`src/rtl/axi_lite_pkg.sv`:
```
// axi_lite_pkg: AXI4-Lite response codes and the manager FSM state encoding
package axi_lite_pkg;
  typedef logic [2:0] state_t;
  localparam logic [2:0] S_IDLE    = 3'd0;
  localparam logic [2:0] S_WR_REQ  = 3'd1;
  localparam logic [2:0] S_WR_RESP = 3'd2;
  localparam logic [2:0] S_RD_REQ  = 3'd3;
  localparam logic [2:0] S_RD_RESP = 3'd4;
  localparam logic [2:0] S_RSP     = 3'd5;
  localparam logic [1:0] RESP_OKAY   = 2'b00;
  localparam logic [1:0] RESP_EXOKAY = 2'b01;
  localparam logic [1:0] RESP_SLVERR = 2'b10;
  localparam logic [1:0] RESP_DECERR = 2'b11;
  function automatic logic resp_is_err(input logic [1:0] resp);
    return resp[1];
  endfunction
endpackage

```
`src/rtl/axi_lite_valid_hold.sv`:
```
// axi_lite_valid_hold: VALID set on start, cleared on handshake, with payload latch
module axi_lite_valid_hold #(
  parameter int W = 32
) (
  input  logic         ACLK,
  input  logic         ARESETn,
  input  logic         start,
  input  logic         clr,
  input  logic         ready,
  input  logic [W-1:0] din,
  output logic         valid,
  output logic         done,
  output logic [W-1:0] dout
);
  // done remembers a completed handshake until the transaction retires
  always_ff @(posedge ACLK)
    if (!ARESETn) begin
      valid <= 1'b0;
      done  <= 1'b0;
      dout  <= '0;
    end else begin
      valid <= start ? 1'b1 : valid && !ready;
      done  <= start ? 1'b0 : (done || (valid && ready)) && !clr;
      dout  <= start ? din : (clr ? '0 : dout);
    end
endmodule

```
`src/rtl/axi_lite_manager.sv`:
```
// axi_lite_manager: single-outstanding AXI4-Lite initiator for local commands.
// Define AXI_MGR_ERRCNT_EN to add a saturating SLVERR/DECERR counter (err_count).
module axi_lite_manager
  import axi_lite_pkg::*;
#(
  parameter int ABUS_SIZE = 5,
  parameter int DBUS_SIZE = 32
) (
  input  logic                 ACLK,
  input  logic                 ARESETn,
  input  logic                 cmd_valid,
  output logic                 cmd_ready,
  input  logic                 cmd_write,
  input  logic [ABUS_SIZE-1:0] cmd_addr,
  input  logic [DBUS_SIZE-1:0] cmd_wdata,
  output logic                 rsp_valid,
  input  logic                 rsp_ready,
  output logic                 rsp_write,
  output logic [DBUS_SIZE-1:0] rsp_rdata,
  output logic [1:0]           rsp_resp,
  output logic [ABUS_SIZE-1:0] AWADDR,
  output logic                 AWVALID,
  input  logic                 AWREADY,
  output logic [DBUS_SIZE-1:0] WDATA,
  output logic                 WVALID,
  input  logic                 WREADY,
  input  logic [1:0]           BRESP,
  input  logic                 BVALID,
  output logic                 BREADY,
  output logic [ABUS_SIZE-1:0] ARADDR,
  output logic                 ARVALID,
  input  logic                 ARREADY,
  input  logic [DBUS_SIZE-1:0] RDATA,
  input  logic [1:0]           RRESP,
  input  logic                 RVALID,
`ifdef AXI_MGR_ERRCNT_EN
  output logic [15:0]          err_count,
`endif
  output logic                 RREADY
);
  state_t state, state_nx;
  logic cmd_fire, start_wr, start_rd, clr;
  logic aw_done, w_done, ar_done, aw_hs, w_hs, ar_hs, b_hs, r_hs, wr_ok;

  assign cmd_ready = ARESETn && state == S_IDLE;
  assign cmd_fire  = cmd_valid && cmd_ready;
  assign start_wr  = cmd_fire && cmd_write;
  assign start_rd  = cmd_fire && !cmd_write;
  assign clr       = state == S_RSP && rsp_ready;
  assign BREADY    = state == S_WR_RESP;
  assign RREADY    = state == S_RD_RESP;
  assign rsp_valid = state == S_RSP;
  assign aw_hs     = AWVALID && AWREADY;
  assign w_hs      = WVALID && WREADY;
  assign ar_hs     = ARVALID && ARREADY;
  assign b_hs      = BREADY && BVALID;
  assign r_hs      = RREADY && RVALID;
  // AW and W may complete in different cycles; either order is fine
  assign wr_ok     = (aw_done || aw_hs) && (w_done || w_hs);

  axi_lite_valid_hold #(.W(ABUS_SIZE)) u_aw (
    .ACLK(ACLK), .ARESETn(ARESETn), .start(start_wr), .clr(clr), .ready(AWREADY),
    .din(cmd_addr), .valid(AWVALID), .done(aw_done), .dout(AWADDR)
  );
  axi_lite_valid_hold #(.W(DBUS_SIZE)) u_w (
    .ACLK(ACLK), .ARESETn(ARESETn), .start(start_wr), .clr(clr), .ready(WREADY),
    .din(cmd_wdata), .valid(WVALID), .done(w_done), .dout(WDATA)
  );
  axi_lite_valid_hold #(.W(ABUS_SIZE)) u_ar (
    .ACLK(ACLK), .ARESETn(ARESETn), .start(start_rd), .clr(clr), .ready(ARREADY),
    .din(cmd_addr), .valid(ARVALID), .done(ar_done), .dout(ARADDR)
  );

  always_comb begin
    state_nx = state;
    case (state)
      S_IDLE:    state_nx = cmd_fire ? (cmd_write ? S_WR_REQ : S_RD_REQ) : S_IDLE;
      S_WR_REQ:  state_nx = wr_ok ? S_WR_RESP : S_WR_REQ;
      S_WR_RESP: state_nx = b_hs ? S_RSP : S_WR_RESP;
      S_RD_REQ:  state_nx = (ar_done || ar_hs) ? S_RD_RESP : S_RD_REQ;
      S_RD_RESP: state_nx = r_hs ? S_RSP : S_RD_RESP;
      S_RSP:     state_nx = rsp_ready ? S_IDLE : S_RSP;
      default:   state_nx = S_IDLE;
    endcase
  end

  always_ff @(posedge ACLK)
    if (!ARESETn) begin
      state     <= S_IDLE;
      rsp_write <= 1'b0;
      rsp_rdata <= '0;
      rsp_resp  <= 2'b00;
    end else begin
      state     <= state_nx;
      rsp_write <= b_hs ? 1'b1 : (r_hs || clr) ? 1'b0 : rsp_write;
      rsp_rdata <= r_hs ? RDATA : (b_hs || clr) ? '0 : rsp_rdata;
      rsp_resp  <= b_hs ? BRESP : r_hs ? RRESP : clr ? 2'b00 : rsp_resp;
    end

`ifdef AXI_MGR_ERRCNT_EN
  logic err_hit;
  assign err_hit = (b_hs && resp_is_err(BRESP)) || (r_hs && resp_is_err(RRESP));
  always_ff @(posedge ACLK)
    if (!ARESETn) err_count <= 16'h0;
    else if (err_hit && err_count != 16'hFFFF) err_count <= err_count + 16'h1;
`endif
endmodule

```
`config.mk`:
```
export PLATFORM = sky130hd
export DESIGN_NAME = axi_lite_manager
export DESIGN_NICKNAME = d
export VERILOG_FILES = /design/src/rtl/axi_lite_pkg.sv /design/src/rtl/axi_lite_valid_hold.sv /design/src/rtl/axi_lite_manager.sv
export SDC_FILE = /design/constraint.sdc
export NUM_CORES = 1
export LEC_CHECK = 0
export BUFFER_PORTS_ARGS = -buffer_cell sky130_fd_sc_hd__buf_2
export CAP_MARGIN = 20
export CELL_PAD_IN_SITES_DETAIL_PLACEMENT = 0
export CELL_PAD_IN_SITES_GLOBAL_PLACEMENT = 1
export CORE_MARGIN = 2
export CORE_UTILIZATION = 34
export CTS_CLUSTER_DIAMETER = 50
export DETAILED_ROUTE_END_ITERATION = 10
export GPL_TIMING_DRIVEN = 1
export PLACE_DENSITY_LB_ADDON = 0.1
export SYNTH_ARGS = -nofsm -noshare
export SYNTH_HDL_FRONTEND = slang
export SYNTH_SLANG_ARGS = --single-unit
export TNS_END_PERCENT = 5
```
`constraint.sdc`:
```
create_clock -name ACLK -period 2.42 [get_ports ACLK]
set_input_delay 0.121 -clock ACLK [delete_from_list [all_inputs] [get_ports ACLK]]
set_output_delay 0.121 -clock ACLK [all_outputs]
set_load 0.005 [all_outputs]
```
==> impl_metrics.prom, run 1 <==
# TYPE chip_impl_metric gauge
chip_impl_metric{name="hold_depth",unit=""} 3
chip_impl_metric{name="drt-pass1-iter-count",unit=""} 4
chip_impl_metric{name="ys.warnings.count",unit=""} 0
chip_impl_info{name="status",value="completed"} 1
chip_impl_metric{name="rows",unit=""} 37
chip_impl_metric{name="totalWireLength",unit="um"} 10800
chip_impl_metric{name="post_drt_wl_per_cell",unit="um"} 15.1
chip_impl_info{name="worstReg2RegStart",value="state[2]"} 1
chip_impl_metric{name="timing.critical_path.fanout_max",unit=""} 41
chip_impl_metric{name="seqCellArea",unit="um2"} 1720
chip_impl_metric{name="ant_nets",unit=""} 0
chip_impl_metric{name="report.final.setup_viol",unit=""} 0
chip_impl_metric{name="vias",unit=""} 3468
chip_impl_metric{name="cellLeakagePower",unit="nW"} 2.61
chip_impl_metric{name="total_power_per_unit_cell_area",unit="nW/um2"} 548
chip_impl_metric{name="max-slew-margin-rel",unit=""} 0.521
chip_impl_metric{name="power_frac_seq",unit=""} 0.512
chip_impl_metric{name="period_minus_slack",unit="ns"} 2.02
chip_impl_metric{name="mean_number_of_vias_per_cell",unit=""} 4.84
chip_impl_metric{name="post_route_cells_drive_above_1_share",unit=""} 0.405
chip_impl_metric{name="crit_path_max_incr_delay",unit="ns"} 0.52
chip_impl_metric{name="antenna-diode-count",unit=""} 0
chip_impl_metric{name="pin_count",unit=""} 167
chip_impl_metric{name="reg2reg_slack",unit="ns"} 0.40
chip_impl_info{name="holdPathEnd",value="rsp_rdata[19]"} 1
chip_impl_metric{name="clock_skew_after_layout",unit="ns"} 0.00882
chip_impl_info{name="hold_path_class",value="primary input to flop"} 1
chip_impl_metric{name="syn_to_final_growth",unit="%"} 45.3
chip_impl_info{name="cts_tree",value="yes"} 1
chip_impl_info{name="clock_tree.root_cell",value="sky130_fd_sc_hd__clkbuf_8"} 1
chip_impl_metric{name="synth_async_sr_flop_share",unit=""} 0
chip_impl_metric{name="grt_pass1_wl",unit="um"} 17300
chip_impl_metric{name="synth.distinct_cells",unit=""} 33
chip_impl_metric{name="vdd.ir_drop.worst",unit="uV"} 240
chip_impl_info{name="rsz0062_at_grt",value="false"} 1
chip_impl_metric{name="routability_congestion",unit=""} 0.745
chip_impl_info{name="r2r-end",value="u_w.dout[30]"} 1
chip_impl_metric{name="number_of_cts_inserted_buffers",unit=""} 9
chip_impl_metric{name="total_half_perimeter_wirelength_after_legalization_and_detailed_placement",unit="um"} 7120
chip_impl_metric{name="die-area",unit="um2"} 11600
chip_impl_metric{name="via_count_of_the_first_global_routing_pass",unit=""} 3587
chip_impl_metric{name="power.total",unit="W"} 0.00292
chip_impl_metric{name="clock_tree.buffer_depth",unit=""} 2
chip_impl_metric{name="synth.avg_cell_area",unit="um2"} 9.93
chip_impl_metric{name="timing.critical_path.required",unit="ns"} 2.66
chip_impl_metric{name="grtUsageTotal",unit=""} 0.185
chip_impl_metric{name="antenna_found_initial",unit=""} 0
chip_impl_metric{name="arrival",unit="ns"} 2.26
chip_impl_info{name="setup.worst_path.start_class",value="flop"} 1
chip_impl_metric{name="yosys_register_bits",unit=""} 86
chip_impl_metric{name="synth_cells",unit=""} 370
chip_impl_metric{name="postSynthNetCount",unit=""} 453
chip_impl_metric{name="drc",unit=""} 0
chip_impl_metric{name="timing.final.crit_share",unit=""} 0.835
chip_impl_metric{name="final.fill_count",unit=""} 1055
chip_impl_metric{name="setup_slack",unit="ns"} 0.399
chip_impl_info{name="worst_hold_startpoint",value="RDATA[19]"} 1
chip_impl_metric{name="tightestPinTransition",unit="ns"} 0.708
chip_impl_metric{name="die-height",unit="um"} 108
chip_impl_metric{name="power_frac_clock",unit=""} 0.324
chip_impl_metric{name="combinationalPowerShare",unit=""} 0.163
chip_impl_metric{name="power.net_switching",unit="W"} 0.000763
chip_impl_metric{name="clkTransAtPathRegs",unit="ns"} 0.09
chip_impl_metric{name="port_buf_inserts",unit=""} 166
chip_impl_metric{name="worst_case_setup_slack_after_placement",unit="ns"} 0.422
chip_impl_metric{name="cts-hold-fix-buffers",unit=""} 53
chip_impl_metric{name="multi_input_gate_area_in_the_final_layout",unit="um2"} 1760
chip_impl_metric{name="final_max_slew_viol_count",unit=""} 0
chip_impl_info{name="post_synth_top_flop",value="sky130_fd_sc_hd__dfxtp_1"} 1
chip_impl_metric{name="detail_route.iter0.violations",unit=""} 155
chip_impl_metric{name="initial_utilization",unit=""} 0.353
chip_impl_metric{name="numClockSinks",unit=""} 86
chip_impl_metric{name="postCtsSetupBuffers",unit=""} 0
chip_impl_metric{name="timing.setup.tns",unit="ns"} 0
chip_impl_metric{name="ctsResizeCount",unit=""} 0
chip_impl_metric{name="fmax",unit="MHz"} 495
chip_impl_info{name="crit_chain",value="or3_1 -> or3_2 -> buf_12 -> mux2_4"} 1
chip_impl_metric{name="synth_edf_count",unit=""} 0
chip_impl_metric{name="remaining_global_route_overflow",unit=""} 0
chip_impl_metric{name="internal-power",unit="W"} 0.00216
chip_impl_metric{name="reg2reg_depth",unit=""} 4
chip_impl_info{name="final_common_cell",value="sky130_fd_sc_hd__buf_2"} 1
chip_impl_metric{name="finalCoreUtilization",unit=""} 0.512
chip_impl_metric{name="synth.yosys.seq_area_share",unit=""} 0.469
chip_impl_metric{name="netSwitchingFraction",unit=""} 0.261
chip_impl_info{name="commonest_cells_after_routing_fill_and_taps_aside",value="sky130_fd_sc_hd__buf_2 (166), sky130_fd_sc_hd__dfxtp_1 (86), sky130_fd_sc_hd__dlygate4sd3_1 (53), sky130_fd_sc_hd__nand2_1 (43), sky130_fd_sc_hd__a21oi_1 (42)"} 1
chip_impl_metric{name="syn_area",unit="um2"} 3670
chip_impl_info{name="critPathSlowestCell",value="sky130_fd_sc_hd__or3_2"} 1
chip_impl_metric{name="maximum_number_of_pins_on_one_net_before_global_route_repair",unit=""} 51
chip_impl_info{name="timing.setup.critical_path_class",value="flop to flop"} 1
chip_impl_metric{name="placeableCoreArea",unit="um2"} 10400
chip_impl_metric{name="report.final.hold_viol_count",unit=""} 0
chip_impl_metric{name="clk-insertion-delay-late",unit="ns"} 0.36
chip_impl_metric{name="design.final.nets",unit=""} 658
chip_impl_metric{name="cap_viol_max_count",unit=""} 0
chip_impl_info{name="worst_setup_path_end_kind",value="flop"} 1
chip_impl_metric{name="die_w",unit="um"} 108
chip_impl_metric{name="cts_htree_levels",unit=""} 3
[how the worst max path moves through the flow]
stage	start	to	slack (ns)	depth (start not counted)
finish	state[2]	u_w.dout[30]	0.40	4
CTS	state[2]	u_w.dout[30]	0.40	4
global route	state[2]	u_w.dout[30]	0.34	4
detailed placement	state[2]	u_w.dout[4]	0.42	4
floorplan	state[0]	u_w.dout[10]	0.53	7
global placement	state[2]	u_w.dout[22]	0.47	4
[per-layer routing]
| layer | global-route usage | vias up | routed length, um |
|---|---|---|---|
| met5 | 0 | - | 0 |
| met2 | 0.310 | 97 | 5170 |
| met1 | 0.241 | 1623 | 5020 |
| li1 | - | 1741 | - |
| met3 | 0.0406 | 7 | 520 |
| met4 | 0.0513 | 0 | 105 |
[stage by stage]
stage / hold WS [ns] / instances / cell area [um2]
global placement: 0.348 / 647 / 4620
floorplan: 0.260 / 370 / 3670
CTS: 0.00108 / 716 / 5340
global route: 0.00580 / 716 / 5340
finish: 0.00572 / 716 / 5340
detailed placement: 0.352 / 647 / 4620
[Yosys cell counts (3+ instances only)]
master / n / area, um2
sky130_fd_sc_hd__a21oi_1: 42 / 210
sky130_fd_sc_hd__a31o_2: 5 / 43.8
sky130_fd_sc_hd__and3_1: 31 / 194
sky130_fd_sc_hd__buf_12: 3 / 60.1
sky130_fd_sc_hd__clkbuf_1: 32 / 120
sky130_fd_sc_hd__dfxtp_1: 86 / 1720
sky130_fd_sc_hd__inv_1: 3 / 11.3
sky130_fd_sc_hd__mux2_4: 30 / 450
sky130_fd_sc_hd__mux2i_1: 7 / 70.1
sky130_fd_sc_hd__nand2_1: 43 / 161
sky130_fd_sc_hd__nand2b_1: 6 / 37.5
sky130_fd_sc_hd__nand3_1: 6 / 30.0
sky130_fd_sc_hd__nor2_1: 5 / 18.8
sky130_fd_sc_hd__nor3b_1: 3 / 22.5
sky130_fd_sc_hd__nor4_1: 5 / 31.3
sky130_fd_sc_hd__nor4bb_1: 4 / 40.0
sky130_fd_sc_hd__o211ai_1: 36 / 270
sky130_fd_sc_hd__or3_1: 3 / 18.8
[layout make-up]
type                    instances  share of cell area
repair buffers                233               0.280
clock inverters                 5             0.00633
clock buffers                  11              0.0284
multi-input cells             242               0.329
well taps                     136              0.0319
flip-flops and latches         86               0.323
inverters                       3             0.00211
[cell families (layout without fill, tap and decap cells)]
logic type	after synthesis	after routing	share of synthesized area
mux	38	38	0.145
flops	86	86	0.469
simple gates	112	112	0.164
compound gates	92	92	0.161
buf+inv	42	252	0.0610
[power groups by stage]
| stage | registers (W) | clock network (W) | logic (W) |
|---|---|---|---|
| after floorplan | 0.00153 | 0 | 0.000227 |
| after global placement | 0.00153 | 0 | 0.000405 |
| after detailed placement | 0.00153 | 0 | 0.000412 |
| after CTS | 0.00150 | 0.000976 | 0.000479 |
| after global routing | 0.00150 | 0.00103 | 0.000520 |
| final | 0.00150 | 0.000948 | 0.000477 |
[registers in the layout, summed over array words and instances (netlist names)]
register / cells
u_w.valid: 1
u_ar.done: 1
rsp_write: 1
u_aw.valid: 1
state: 3
u_aw.dout: 5
u_ar.dout: 5
u_w.done: 1
rsp_resp: 2
u_ar.valid: 1
rsp_rdata: 32
u_aw.done: 1
u_w.dout: 32
[critical path, delay by kind of cell (launching register included)]
| family | cells | cell delay, ns |
|---|---|---|
| and+or+nand+nor | 2 | 1.01 |
| DFF | 1 | 0.33 |
| muxes | 1 | 0.33 |
| buffers and inverters | 1 | 0.22 |
Note: power is estimated with default switching activity, not from simulation.
==> run 2: changes to the inputs <==
--- a/config.mk
+++ b/config.mk
@@ -10,7 +10,7 @@
 export CELL_PAD_IN_SITES_DETAIL_PLACEMENT = 0
 export CELL_PAD_IN_SITES_GLOBAL_PLACEMENT = 1
 export CORE_MARGIN = 2
-export CORE_UTILIZATION = 34
+export CORE_UTILIZATION = 31
 export CTS_CLUSTER_DIAMETER = 50
 export DETAILED_ROUTE_END_ITERATION = 10
 export GPL_TIMING_DRIVEN = 1
==> constraint.sdc (replaced) <==
create_clock -name ACLK -period 1.85 [get_ports ACLK]
set_input_delay 0.0925 -clock ACLK [delete_from_list [all_inputs] [get_ports ACLK]]
set_output_delay 0.0925 -clock ACLK [all_outputs]
set_load 0.005 [all_outputs]
==> run 2 against run 1 <==
  * Count of clock-buffer cells in the layout up 5
  * Via count up 2.5%
  * Clock power up 79%
  * Non-clock buffer count up 15
  * Largest cell class unchanged
  * Worst setup slack worse by 0.29 ns
  * Final area up 5.1%
==> impl_metrics.prom, run 2 (synthesized netlist as in run 1, its figures left out) <==
# TYPE chip_impl_metric gauge
chip_impl_metric{name="tightestPinTransition",unit="ns"} 0.441
chip_impl_metric{name="via_count_of_the_first_global_routing_pass",unit=""} 3417
chip_impl_metric{name="syn_to_final_growth",unit="%"} 52.7
chip_impl_metric{name="antenna_found_initial",unit=""} 0
chip_impl_metric{name="clkTransAtPathRegs",unit="ns"} 0.06
chip_impl_metric{name="die-height",unit="um"} 113
chip_impl_info{name="clock_tree.root_cell",value="sky130_fd_sc_hd__clkbuf_16"} 1
chip_impl_metric{name="fmax",unit="MHz"} 575
chip_impl_metric{name="layout.cells.non_filler",unit=""} 738
chip_impl_metric{name="antenna-diode-count",unit=""} 0
chip_impl_metric{name="cts_htree_levels",unit=""} 3
chip_impl_metric{name="numClockSinks",unit=""} 86
chip_impl_info{name="setup.worst_path.start_class",value="flop"} 1
chip_impl_metric{name="setup_slack",unit="ns"} 0.109
chip_impl_metric{name="timing.final.crit_share",unit=""} 0.941
chip_impl_metric{name="placeableCoreArea",unit="um2"} 11500
chip_impl_metric{name="final_area",unit="um2"} 5610
chip_impl_info{name="final_common_cell",value="sky130_fd_sc_hd__buf_2"} 1
chip_impl_metric{name="detail_route.iter0.violations",unit=""} 240
chip_impl_metric{name="period_minus_slack",unit="ns"} 1.74
chip_impl_info{name="worst_hold_startpoint",value="RDATA[30]"} 1
chip_impl_info{name="worst_setup_path_end_kind",value="flop"} 1
chip_impl_info{name="worstReg2RegStart",value="state[2]"} 1
chip_impl_metric{name="place_area",unit="um2"} 4690
chip_impl_metric{name="pin_count",unit=""} 167
chip_impl_metric{name="vdd.ir_drop.worst",unit="uV"} 416
chip_impl_metric{name="final_max_slew_viol_count",unit=""} 0
chip_impl_metric{name="placed_cells",unit=""} 659
chip_impl_metric{name="drt-pass1-iter-count",unit=""} 4
chip_impl_metric{name="timing.critical_path.fanout_max",unit=""} 8
chip_impl_metric{name="initial_utilization",unit=""} 0.320
chip_impl_metric{name="timing.critical_path.required",unit="ns"} 2.08
chip_impl_info{name="commonest_cells_after_routing_fill_and_taps_aside",value="sky130_fd_sc_hd__buf_2 (166), sky130_fd_sc_hd__dfxtp_1 (86), sky130_fd_sc_hd__dlygate4sd3_1 (63), sky130_fd_sc_hd__nand2_1 (43), sky130_fd_sc_hd__a21oi_1 (42)"} 1
chip_impl_metric{name="worst_case_setup_slack_after_placement",unit="ns"} 0.00146
chip_impl_metric{name="max-slew-margin-rel",unit=""} 0.706
chip_impl_metric{name="drc",unit=""} 0
chip_impl_info{name="status",value="completed"} 1
chip_impl_metric{name="clock_skew_after_layout",unit="ns"} 0.00664
chip_impl_metric{name="port_buf_inserts",unit=""} 166
chip_impl_metric{name="post_route_cells_drive_above_1_share",unit=""} 0.397
chip_impl_metric{name="post_drt_wl_per_cell",unit="um"} 14.5
chip_impl_metric{name="report.final.hold_viol_count",unit=""} 0
chip_impl_metric{name="grtUsageTotal",unit=""} 0.165
chip_impl_metric{name="die-area",unit="um2"} 12700
chip_impl_metric{name="cellLeakagePower",unit="nW"} 2.73
chip_impl_metric{name="rows",unit=""} 39
chip_impl_metric{name="maximum_number_of_pins_on_one_net_before_global_route_repair",unit=""} 51
chip_impl_metric{name="die_w",unit="um"} 113
chip_impl_info{name="rsz0062_at_grt",value="false"} 1
chip_impl_metric{name="remaining_global_route_overflow",unit=""} 0
chip_impl_metric{name="report.final.setup_viol",unit=""} 0
chip_impl_info{name="cts_tree",value="yes"} 1
chip_impl_metric{name="vias",unit=""} 3553
chip_impl_metric{name="cap_viol_max_count",unit=""} 0
chip_impl_info{name="timing.setup.critical_path_class",value="flop to flop"} 1
chip_impl_metric{name="arrival",unit="ns"} 1.97
chip_impl_metric{name="design.final.nets",unit=""} 673
chip_impl_metric{name="clock_tree.buffer_depth",unit=""} 2
chip_impl_metric{name="total_half_perimeter_wirelength_after_legalization_and_detailed_placement",unit="um"} 7000
chip_impl_info{name="worst_setup_path_startpoint",value="state[2]"} 1
chip_impl_metric{name="clk-insertion-delay-late",unit="ns"} 0.34
chip_impl_metric{name="ant_nets",unit=""} 0
chip_impl_metric{name="routability_congestion",unit=""} 0.733
chip_impl_info{name="hold_path_class",value="primary input to flop"} 1
chip_impl_metric{name="totalWireLength",unit="um"} 10700
chip_impl_metric{name="number_of_cts_inserted_buffers",unit=""} 9
chip_impl_metric{name="mean_number_of_vias_per_cell",unit=""} 4.81
chip_impl_metric{name="total_power_per_unit_cell_area",unit="nW/um2"} 770
chip_impl_info{name="reg_top3",value="rsp_rdata x32, u_w.dout x32"} 1
chip_impl_metric{name="power.total",unit="W"} 0.00432
chip_impl_metric{name="grt_pass1_wl",unit="um"} 17000
[run 2: cell types whose count changed in the layout (fill, tap and decap cells not counted), moves of 2 or more]
cell,before,now
sky130_fd_sc_hd__buf_12,2,4
sky130_fd_sc_hd__buf_4,12,15
sky130_fd_sc_hd__clkbuf_1,0,4
sky130_fd_sc_hd__clkbuf_16,0,9
sky130_fd_sc_hd__clkbuf_8,11,3
sky130_fd_sc_hd__clkinv_2,2,0
sky130_fd_sc_hd__clkinvlp_4,2,0
sky130_fd_sc_hd__dlygate4sd3_1,53,63
[run 2: where the power goes]
| group | total, W | switching [W] | leakage [nW] | internal, W |
|---|---|---|---|---|
| registers | 0.00196 | 0.0000338 | 0.698 | 0.00193 |
| logic | 0.000653 | 0.000283 | 1.89 | 0.000369 |
| clock network | 0.00170 | 0.000682 | 0.137 | 0.00102 |
| total | 0.00432 | 0.000999 | 2.73 | 0.00332 |
[run 2: metal layers]
layer / GRT usage / part of all wire / vias to the layer above
met5: 0 / 0 / -
met4: 0.0699 / 0.016 / 0
met3: 0.0386 / 0.050 / 11
met2: 0.285 / 0.49 / 93
met1: 0.198 / 0.45 / 1675
li1: - / - / 1774
[run 2: critical path, cell delays in order (launching register included)]
cell and delay (ns):
sky130_fd_sc_hd__dfxtp_1 0.31, sky130_fd_sc_hd__or3_1 0.39, sky130_fd_sc_hd__buf_4 0.17, sky130_fd_sc_hd__or3_1 0.48
sky130_fd_sc_hd__a31o_2 0.29
[run 2: final cells by class]
cell class | count | area (um2)
Sequential cell | 86 | 1720
Clock buffer | 16 | 282
Timing Repair Buffer | 248 | 1650
Fill cell | 1107 | 5860
Tap cell | 143 | 179
Multi-Input combinational cell | 242 | 1760
Inverter | 3 | 11.3
[run 2: through the flow]
step	TNS [ns]	hold slack, ns	utilization
floorplan	-1.15	0.231	-
CTS	0	0.00125	0.489
finish	0	0.0218	0.489
global route	0	0.0228	0.489
global placement	0	0.320	0.409
detailed placement	0	0.321	0.409
[run 2: worst paths after layout]
path	end	slack, ns	cells past startpoint
hold / removal	rsp_rdata[30]	0.02	3
setup reg to reg	u_ar.dout[2]	0.11	4
hold reg to reg	rsp_write	0.47	2
setup / recovery	u_ar.dout[2]	0.11	4
[run 2: what timing repair did]
| action | in CTS | in global routing |
|---|---|---|
| setup buffers | 0 | 0 |
| setup endpoints to repair | 29 | 0 |
| gates resized for setup | 1 | 0 |
| endpoints found under the hold margin | 63 | 0 |
| hold buffers | 63 | 0 |
==> run 3: changes to the inputs <==
--- a/config.mk
+++ b/config.mk
@@ -9,13 +9,15 @@
 export CAP_MARGIN = 20
 export CELL_PAD_IN_SITES_DETAIL_PLACEMENT = 0
 export CELL_PAD_IN_SITES_GLOBAL_PLACEMENT = 1
+export CORE_ASPECT_RATIO = 1.2
 export CORE_MARGIN = 2
 export CORE_UTILIZATION = 31
 export CTS_CLUSTER_DIAMETER = 50
 export DETAILED_ROUTE_END_ITERATION = 10
 export GPL_TIMING_DRIVEN = 1
 export PLACE_DENSITY_LB_ADDON = 0.1
+export RECOVER_POWER = 100
 export SYNTH_ARGS = -nofsm -noshare
 export SYNTH_HDL_FRONTEND = slang
 export SYNTH_SLANG_ARGS = --single-unit
-export TNS_END_PERCENT = 5
+export TNS_END_PERCENT = 30
==> run 3 against run 2 <==
  * Cell count is 0.81% higher
  * Sequential share of layout area is 0.82 points higher
  * Sequential cell count stayed put
  * Critical endpoint is now u_w.dout[14]
  * Largest cell class is now flip-flops and latches
  * Highest routed layer unchanged
==> impl_metrics.prom, run 3 (synthesized netlist as in run 1, its figures left out) <==
# TYPE chip_impl_metric gauge
chip_impl_info{name="status",value="completed"} 1
chip_impl_metric{name="maximum_number_of_pins_on_one_net_before_global_route_repair",unit=""} 49
chip_impl_metric{name="syn_to_final_growth",unit="%"} 48.7
chip_impl_metric{name="clk-insertion-delay-late",unit="ns"} 0.34
chip_impl_metric{name="remaining_global_route_overflow",unit=""} 0
chip_impl_metric{name="rows",unit=""} 43
chip_impl_metric{name="drc",unit=""} 0
chip_impl_info{name="final_common_cell",value="sky130_fd_sc_hd__buf_2"} 1
chip_impl_info{name="timing.setup.critical_path_class",value="flop to flop"} 1
chip_impl_info{name="clock_tree.root_cell",value="sky130_fd_sc_hd__clkbuf_16"} 1
chip_impl_metric{name="detail_route.iter0.violations",unit=""} 152
chip_impl_info{name="critPathSlowestCell",value="sky130_fd_sc_hd__or3_4"} 1
chip_impl_metric{name="arrival",unit="ns"} 2.01
chip_impl_metric{name="die-height",unit="um"} 123
chip_impl_metric{name="pin_count",unit=""} 167
chip_impl_info{name="uppermost_layer_routed",value="met4"} 1
chip_impl_info{name="worst_setup_path_end_kind",value="flop"} 1
chip_impl_metric{name="mean_number_of_vias_per_cell",unit=""} 4.71
chip_impl_metric{name="total_half_perimeter_wirelength_after_legalization_and_detailed_placement",unit="um"} 6760
chip_impl_info{name="commonest_cells_after_routing_fill_and_taps_aside",value="sky130_fd_sc_hd__buf_2 (111), sky130_fd_sc_hd__dfxtp_1 (86), sky130_fd_sc_hd__clkbuf_1 (58), sky130_fd_sc_hd__dlygate4sd3_1 (58), sky130_fd_sc_hd__nand2_1 (43)"} 1
chip_impl_metric{name="grt_pass1_wl",unit="um"} 17100
chip_impl_metric{name="report.final.hold_viol_count",unit=""} 0
chip_impl_metric{name="drt-pass1-iter-count",unit=""} 4
chip_impl_metric{name="met1Wirelength",unit="um"} 4800
chip_impl_metric{name="cellLeakagePower",unit="nW"} 2.44
chip_impl_metric{name="power_frac_seq",unit=""} 0.436
chip_impl_metric{name="totalWireLength",unit="um"} 10900
chip_impl_info{name="rsz0062_at_grt",value="false"} 1
chip_impl_metric{name="post_route_cells_drive_above_1_share",unit=""} 0.281
chip_impl_metric{name="fmax",unit="MHz"} 560
chip_impl_metric{name="timing.critical_path.required",unit="ns"} 2.07
chip_impl_metric{name="crit_path_max_incr_delay",unit="ns"} 0.43
chip_impl_metric{name="finalCoreUtilization",unit=""} 0.472
chip_impl_metric{name="tightestPinTransition",unit="ns"} 0.446
chip_impl_info{name="crit_chain",value="or3_1 -> or3_4 -> buf_6 -> mux2_1"} 1
chip_impl_metric{name="period_minus_slack",unit="ns"} 1.78
chip_impl_metric{name="number_of_cts_inserted_buffers",unit=""} 9
chip_impl_info{name="cts_tree",value="yes"} 1
chip_impl_metric{name="initial_utilization",unit=""} 0.317
chip_impl_metric{name="timing.final.crit_share",unit=""} 0.965
chip_impl_metric{name="placeableCoreArea",unit="um2"} 11600
chip_impl_metric{name="dr_wl_met2",unit="um"} 5250
chip_impl_info{name="reg_top3",value="rsp_rdata x32, u_w.dout x32"} 1
chip_impl_metric{name="die-area",unit="um2"} 12700
chip_impl_metric{name="vias",unit=""} 3507
chip_impl_metric{name="port_buf_inserts",unit=""} 166
chip_impl_metric{name="combinationalPowerShare",unit=""} 0.134
chip_impl_metric{name="antenna_found_initial",unit=""} 0
chip_impl_metric{name="routability_congestion",unit=""} 0.716
chip_impl_metric{name="clkTransAtPathRegs",unit="ns"} 0.06
chip_impl_metric{name="max-slew-margin-rel",unit=""} 0.703
chip_impl_metric{name="grtUsageTotal",unit=""} 0.172
chip_impl_metric{name="total_power_per_unit_cell_area",unit="nW/um2"} 825
chip_impl_metric{name="clock_skew_after_layout",unit="ns"} 0.00865
chip_impl_metric{name="numClockSinks",unit=""} 86
chip_impl_metric{name="antenna-diode-count",unit=""} 0
chip_impl_metric{name="cap_viol_max_count",unit=""} 0
chip_impl_metric{name="netSwitchingFraction",unit=""} 0.231
chip_impl_metric{name="power_frac_clock",unit=""} 0.431
chip_impl_metric{name="internal-power",unit="W"} 0.00347
chip_impl_metric{name="ant_nets",unit=""} 0
chip_impl_metric{name="setup_slack",unit="ns"} 0.0651
chip_impl_metric{name="cts_htree_levels",unit=""} 3
chip_impl_metric{name="power.net_switching",unit="W"} 0.00104
chip_impl_metric{name="final_max_slew_viol_count",unit=""} 0
chip_impl_metric{name="report.final.setup_viol",unit=""} 0
chip_impl_metric{name="vdd.ir_drop.worst",unit="uV"} 416
chip_impl_info{name="hold_path_class",value="primary input to flop"} 1
chip_impl_info{name="setup.worst_path.start_class",value="flop"} 1
chip_impl_metric{name="power.total",unit="W"} 0.00450
chip_impl_metric{name="design.final.nets",unit=""} 665
chip_impl_metric{name="wl_met3",unit="um"} 659
chip_impl_metric{name="timing.critical_path.fanout_max",unit=""} 17
chip_impl_metric{name="clock_tree.buffer_depth",unit=""} 2
chip_impl_metric{name="via_count_of_the_first_global_routing_pass",unit=""} 3469
chip_impl_metric{name="worst_case_setup_slack_after_placement",unit="ns"} -0.0264
chip_impl_metric{name="post_drt_wl_per_cell",unit="um"} 14.7
chip_impl_metric{name="die_w",unit="um"} 103
run 3: cell count changes in the layout (fill, tap and decap cells not counted), sizes merged:
cell         delta
buf            -61
clkbuf         +54
dlygate4sd3     -5
bufinv          +2
clkinv          +2
run 3: worst max-delay path, delay by kind of cell, from the launching register on:
family,cells,cell delay [ns]
buf+inv,1,0.21
flops,1,0.30
mux,1,0.33
simple gates,2,0.84
run 3: power by group through the flow:
stage	Combinational, W	Sequential (W)	Clock (W)
2_1_floorplan	0.000297	0.00201	0
3_3_place_gp	0.000546	0.00200	0
3_5_place_dp	0.000547	0.00200	0
4_1_cts	0.000653	0.00196	0.00199
5_1_grt	0.000660	0.00197	0.00208
6_report	0.000602	0.00196	0.00194
run 3: cell type report:
cell class                      count  area [um2]
Timing Repair Buffer              240        1520
Inverter                            3        11.3
Sequential cell                    86        1720
Fill cell                        1147        6110
Multi-Input combinational cell    242        1700
Clock inverter                      4        70.1
Tap cell                          157         196
Clock buffer                       12         246
run 3: stage by stage:
stage | TNS (ns) | hold WS, ns | cell area (um2) | cells
5_1_grt | 0 | 0.0127 | 5460 | 744
6_report | 0 | 0.0112 | 5460 | 744
3_5_place_dp | -0.587 | 0.323 | 4690 | 669
2_1_floorplan | -1.15 | 0.231 | 3670 | 370
3_3_place_gp | 0 | 0.317 | 4690 | 669
4_1_cts | 0 | 0.00159 | 5620 | 744
run 3: worst paths after layout:
check / slack, ns / endpoint / cells after the start / start
worst max register to register: 0.07 / u_w.dout[14] / 4 / state[2]
worst min-delay path: 0.01 / rsp_rdata[13] / 3 / RDATA[13]
worst min register to register: 0.48 / u_aw.dout[3] / 2 / u_aw.dout[3]
worst max-delay path: 0.07 / u_w.dout[14] / 4 / state[2]
run 3: what timing repair did:
action                                  CTS  global route
gates resized for setup                   2             1
hold buffers                             58             0
endpoints found under the setup margin   31            13
pin swaps                                 1             1
buffers inserted                          0             0
hold endpoints to repair                 58             0
gates cloned                              1             0
run 3: layer usage:
metal	vias up	global-route usage
li1	1758	-
met1	1616	0.208
met2	116	0.288
met3	17	0.0452
met4	0	0.0699
met5	-	0
